**config.mk**
```make
export PLATFORM = sky130hd
export DESIGN_NAME = status_cond_unit
export DESIGN_NICKNAME = d
export VERILOG_FILES = /design/src/rtl/status_cond_unit.sv
export SDC_FILE = /design/constraint.sdc
export NUM_CORES = 1
export LEC_CHECK = 0
export CORE_AREA = 2 2 39 41
export CTS_BUF_LIST = sky130_fd_sc_hd__clkbuf_4
export CTS_CLUSTER_SIZE = 12
export DETAILED_ROUTE_END_ITERATION = 10
export DIE_AREA = 0 0 41 43
export GPL_ROUTABILITY_DRIVEN = 0
export PLACE_DENSITY_LB_ADDON = 0.2
export SLEW_MARGIN = 5
export SYNTH_ARGS = -nofsm -noshare
export SYNTH_HDL_FRONTEND = slang
export SYNTH_SLANG_ARGS = --single-unit
```
**constraint.sdc**
```tcl
create_clock -name clk -period 2.3 [get_ports clk]
set_input_delay 0.46 -clock clk [delete_from_list [all_inputs] [get_ports clk]]
set_output_delay 0.46 -clock clk [all_outputs]
set_load 0.005 [all_outputs]
```
**src/rtl/status_cond_unit.sv**
```systemverilog
// status_cond_unit: registered {Z,C,N,V} flags, ARM condition evaluation and flag-hazard stall.
// Define COND_FORWARD_EN to forward status_in into evaluation when the last pending writer updates.
module status_cond_unit #(
  parameter int MAX_PENDING = 3
) (
  input  logic       clk,
  input  logic       rst,
  input  logic [3:0] status_in,
  input  logic       s_update,
  input  logic       s_issue,
  input  logic [3:0] cond,
  input  logic       cond_valid,
  input  logic       flush,
  output logic [3:0] status_out,
  output logic       carry_out,
  output logic       hazard_stall,
  output logic       cond_pass,
  output logic       cond_pass_valid
);
  localparam logic [1:0] MAX = 2'(MAX_PENDING);
  logic [1:0] pending;
  logic       fwd, accept, inc, base;
  logic [3:0] flags;
`ifdef COND_FORWARD_EN
  assign fwd = s_update && pending == 2'd1;
`else
  assign fwd = 1'b0;
`endif
  assign hazard_stall = cond_valid && pending != 2'd0 && !fwd;
  assign flags        = fwd ? status_in : status_out;
  assign carry_out    = status_out[2];
  assign accept       = cond_valid && !hazard_stall;
  assign inc          = s_issue && !hazard_stall;
  // odd condition codes are the complement of the preceding even code
  always_comb begin
    base = 1'b1;
    case (cond[3:1])
      3'd0: base = flags[3];
      3'd1: base = flags[2];
      3'd2: base = flags[1];
      3'd3: base = flags[0];
      3'd4: base = flags[2] && !flags[3];
      3'd5: base = flags[1] == flags[0];
      3'd6: base = !flags[3] && (flags[1] == flags[0]);
      default: base = 1'b1;
    endcase
  end
  always_ff @(posedge clk) begin
    if (rst) begin
      status_out      <= 4'b0000;
      pending         <= 2'd0;
      cond_pass       <= 1'b0;
      cond_pass_valid <= 1'b0;
    end else begin
      if (s_update) status_out <= status_in;
      if (flush) pending <= 2'd0;
      else if (inc && !s_update && pending != MAX) pending <= pending + 2'd1;
      else if (s_update && !inc && pending != 2'd0) pending <= pending - 2'd1;
      if (accept) cond_pass <= base ^ cond[0];
      cond_pass_valid <= accept && !flush;
    end
  end
endmodule
```
==> results_dict.tcl, run 1 <==
set metrics [dict create \
    status "finished clean" \
    grt_util_met2 0.203 \
    fp-row-count 14 \
    yosys.area_share.adder 0 \
    fp.dieArea_mm2 0.00176 \
    p_per_area_mw_per_mm2 482 \
    boundaryPins 22 \
    critPathCaptureType "primary output" \
    grt_max_degree 9 \
    ys_warn_count 0 \
    wl_per_cell_um 10.9 \
    num-nets-final 89 \
    synth_compound_area_frac 0.197 \
    start_util 0.325 \
    drc 0 \
    clock-sinks 8 \
    synth_cell_type_count 27 \
    crit_fanout 5 \
    worstPathArrival_ns 1.63 \
    max_slew_margin 0.686 \
    place.detailed.hpwl_um 761 \
    final.setup_skew_ns 0.00268 \
    worst_pin_slew_ns 0.460 \
    yosys.area_share.simple 0.231 \
    maxSlewViolCount 0 \
    yosys.area.top_type_share 0.356 \
    cts_root_buffer "clkbuf_4" \
    clk_latency_ns 0.25 \
    yosys-top-cells-count "dfxtp_1 (8), mux2i_1 (5), nor2_1 (5)" \
    syn_inst 51 \
    grt_pass1_vias 436 \
    overflow 0 \
    rsz0062_at_grt "false" \
    fillCellCount 138 \
    drt_wl_total_um 966 \
    synth_nets 65 \
    antenna_cells_inserted 0 \
    power_mw 0.335 \
    vdd_ir_drop_max_mv 0.420 \
    ant_nets 0 \
    htreeDepth 1 \
    yosys-top-cells-area "dfxtp_1 (36%), mux2i_1 (11%), nor2_1 (4.2%)" \
    syn_to_final_growth_pct 54.4 \
    start_kind "input port" \
    fin_crit_ns 2.09 \
    post_cts_resized 0 \
    max_freq_mhz 479 \
    coreArea_mm2 0.00138 \
    path_clk_slew_ns 0.05 \
    numPortBuffers 21 \
    layoutNonFillerInstCount 89 \
    drive_gt1_frac 0.0959 \
    async_reset_ff_frac 0 \
    post_cts_buffers 0 \
    dp.cells 86 \
    holdPathStages 2 \
    die_w_um 41 \
    avgSynthCellArea_um2 8.83 \
    setup_violations 0 \
    synth_top_cell_by_area "dfxtp_1" \
    grt_util_met3 0.0942 \
    grt_busiest_layer "met2" \
    grt_use_met1 0.177 \
    yosysSeqAreaShare 0.356 \
    drt_iter0_markers 3 \
    synth_seq_cells 8 \
    post-route-period-util 0.907 \
    hold-worst-slack_ns 0.521 \
    clockBufferDepth 2 \
    die_y_um 43 \
    grtUsageTotal 0.142 \
    r2r_cells 4 \
    dominantRegCellSynth "dfxtp_1" \
    yosysMostFrequentCell "dfxtp_1" \
    syn-cell-area_um2 450 \
    grt_pass1_wl_um 1680 \
    cts_tree "built" \
    synth_top_family_by_area "simple AND/OR/NAND/NOR gates" \
    hold_class "flop to flop" \
    drt_pass1_iterations 3 \
    vias 438 \
    cts_made_buffers 3 \
    drv_cap 0 \
    tns_ns 0 \
    path_class "input port to primary output" \
    crit_required_ns 1.84 \
    cts_hold_buf 0 \
    synth_edf_count 0 \
    hold_viol 0 \
    via_per_inst 4.92 \
    synthXorXnorAreaFrac 0.0389 \
    synthMuxAreaShare 0.136 \
    total_leakage_power_nw 0.267 \
    antenna_found_initial 0 \
]
registers in the layout, summed over array words and instances, names as in the netlist:
| signal | count |
|---|---|
| cond_pass | 1 |
| status_out | 4 |
| pending | 2 |
| cond_pass_valid | 1 |
per-layer routing:
metal / routed length (um) / vias to the layer above
met2: 439 / 15
met1: 461 / 189
met4: 0 / 0
li1: - / 234
met3: 64 / 0
met5: 0 / -
power breakdown:
part / switching (mW) / internal [mW]
Clock: 0.0443 / 0.0595
Combinational: 0.0268 / 0.0515
Sequential: 0.00690 / 0.146
Total: 0.0780 / 0.257
cell type report:
class                      instances  area (um^2)  area share
clock buffer                       3         22.5      0.0324
inverter                           1         3.75     0.00540
multi-input combinational         39          272       0.390
sequential                         8          160       0.230
tap                               16         20.0      0.0288
timing repair buffer              22          218       0.313
critical path, stage by stage:
cell and delay [ns]:
clkdlybuf4s50_1 0.53, o21a_1 0.15, clkdlybuf4s50_1 0.49
worst paths after layout:
check / startpoint / end / slack (ns)
max: cond_valid / hazard_stall / 0.21
min: cond_pass / cond_pass / 0.52
max reg2reg: status_out[0] / cond_pass / 0.89
min reg2reg: cond_pass / cond_pass / 0.52
kinds of logic after synthesis:
group,count (synthesis)
AND/OR/NAND/NOR,19
AO/OA/AOI/OAI,12
flip-flops,8
multiplexers,6
buffers and inverters,4
XOR/XNOR,2
cell usage in the layout, fill, tap and decap left out, types with 2 or more instances in the layout:
master and instances:
clkdlybuf4s50_1 21, dfxtp_1 8, mux2i_1 5, nor2_1 5, nand2_1 4, clkbuf_4 3
o21a_1 2, nor3b_1 2, xnor2_1 2, nor3_1 2, nor2b_1 2, o21ai_0 2
metrics by stage:
step / instance area [um^2] / setup slack [ns] / utilization
after floorplan: 450 / 0.821 / -
after global placement: 673 / 0.217 / 0.486
after detailed placement: 673 / 0.216 / 0.486
after CTS: 696 / 0.214 / 0.503
after global routing: 696 / 0.172 / 0.503
final: 696 / 0.213 / 0.503
Note: power is estimated with default switching activity, not from simulation.
==> run 2: changes to the inputs <==
--- a/config.mk
+++ b/config.mk
@@ -12,7 +12,6 @@
 export DIE_AREA = 0 0 41 43
 export GPL_ROUTABILITY_DRIVEN = 0
 export PLACE_DENSITY_LB_ADDON = 0.2
-export SLEW_MARGIN = 5
 export SYNTH_ARGS = -nofsm -noshare
 export SYNTH_HDL_FRONTEND = slang
 export SYNTH_SLANG_ARGS = --single-unit
==> results of run 2 <==
Same layout as run 1: the final DEF is identical, and so are final timing and power.
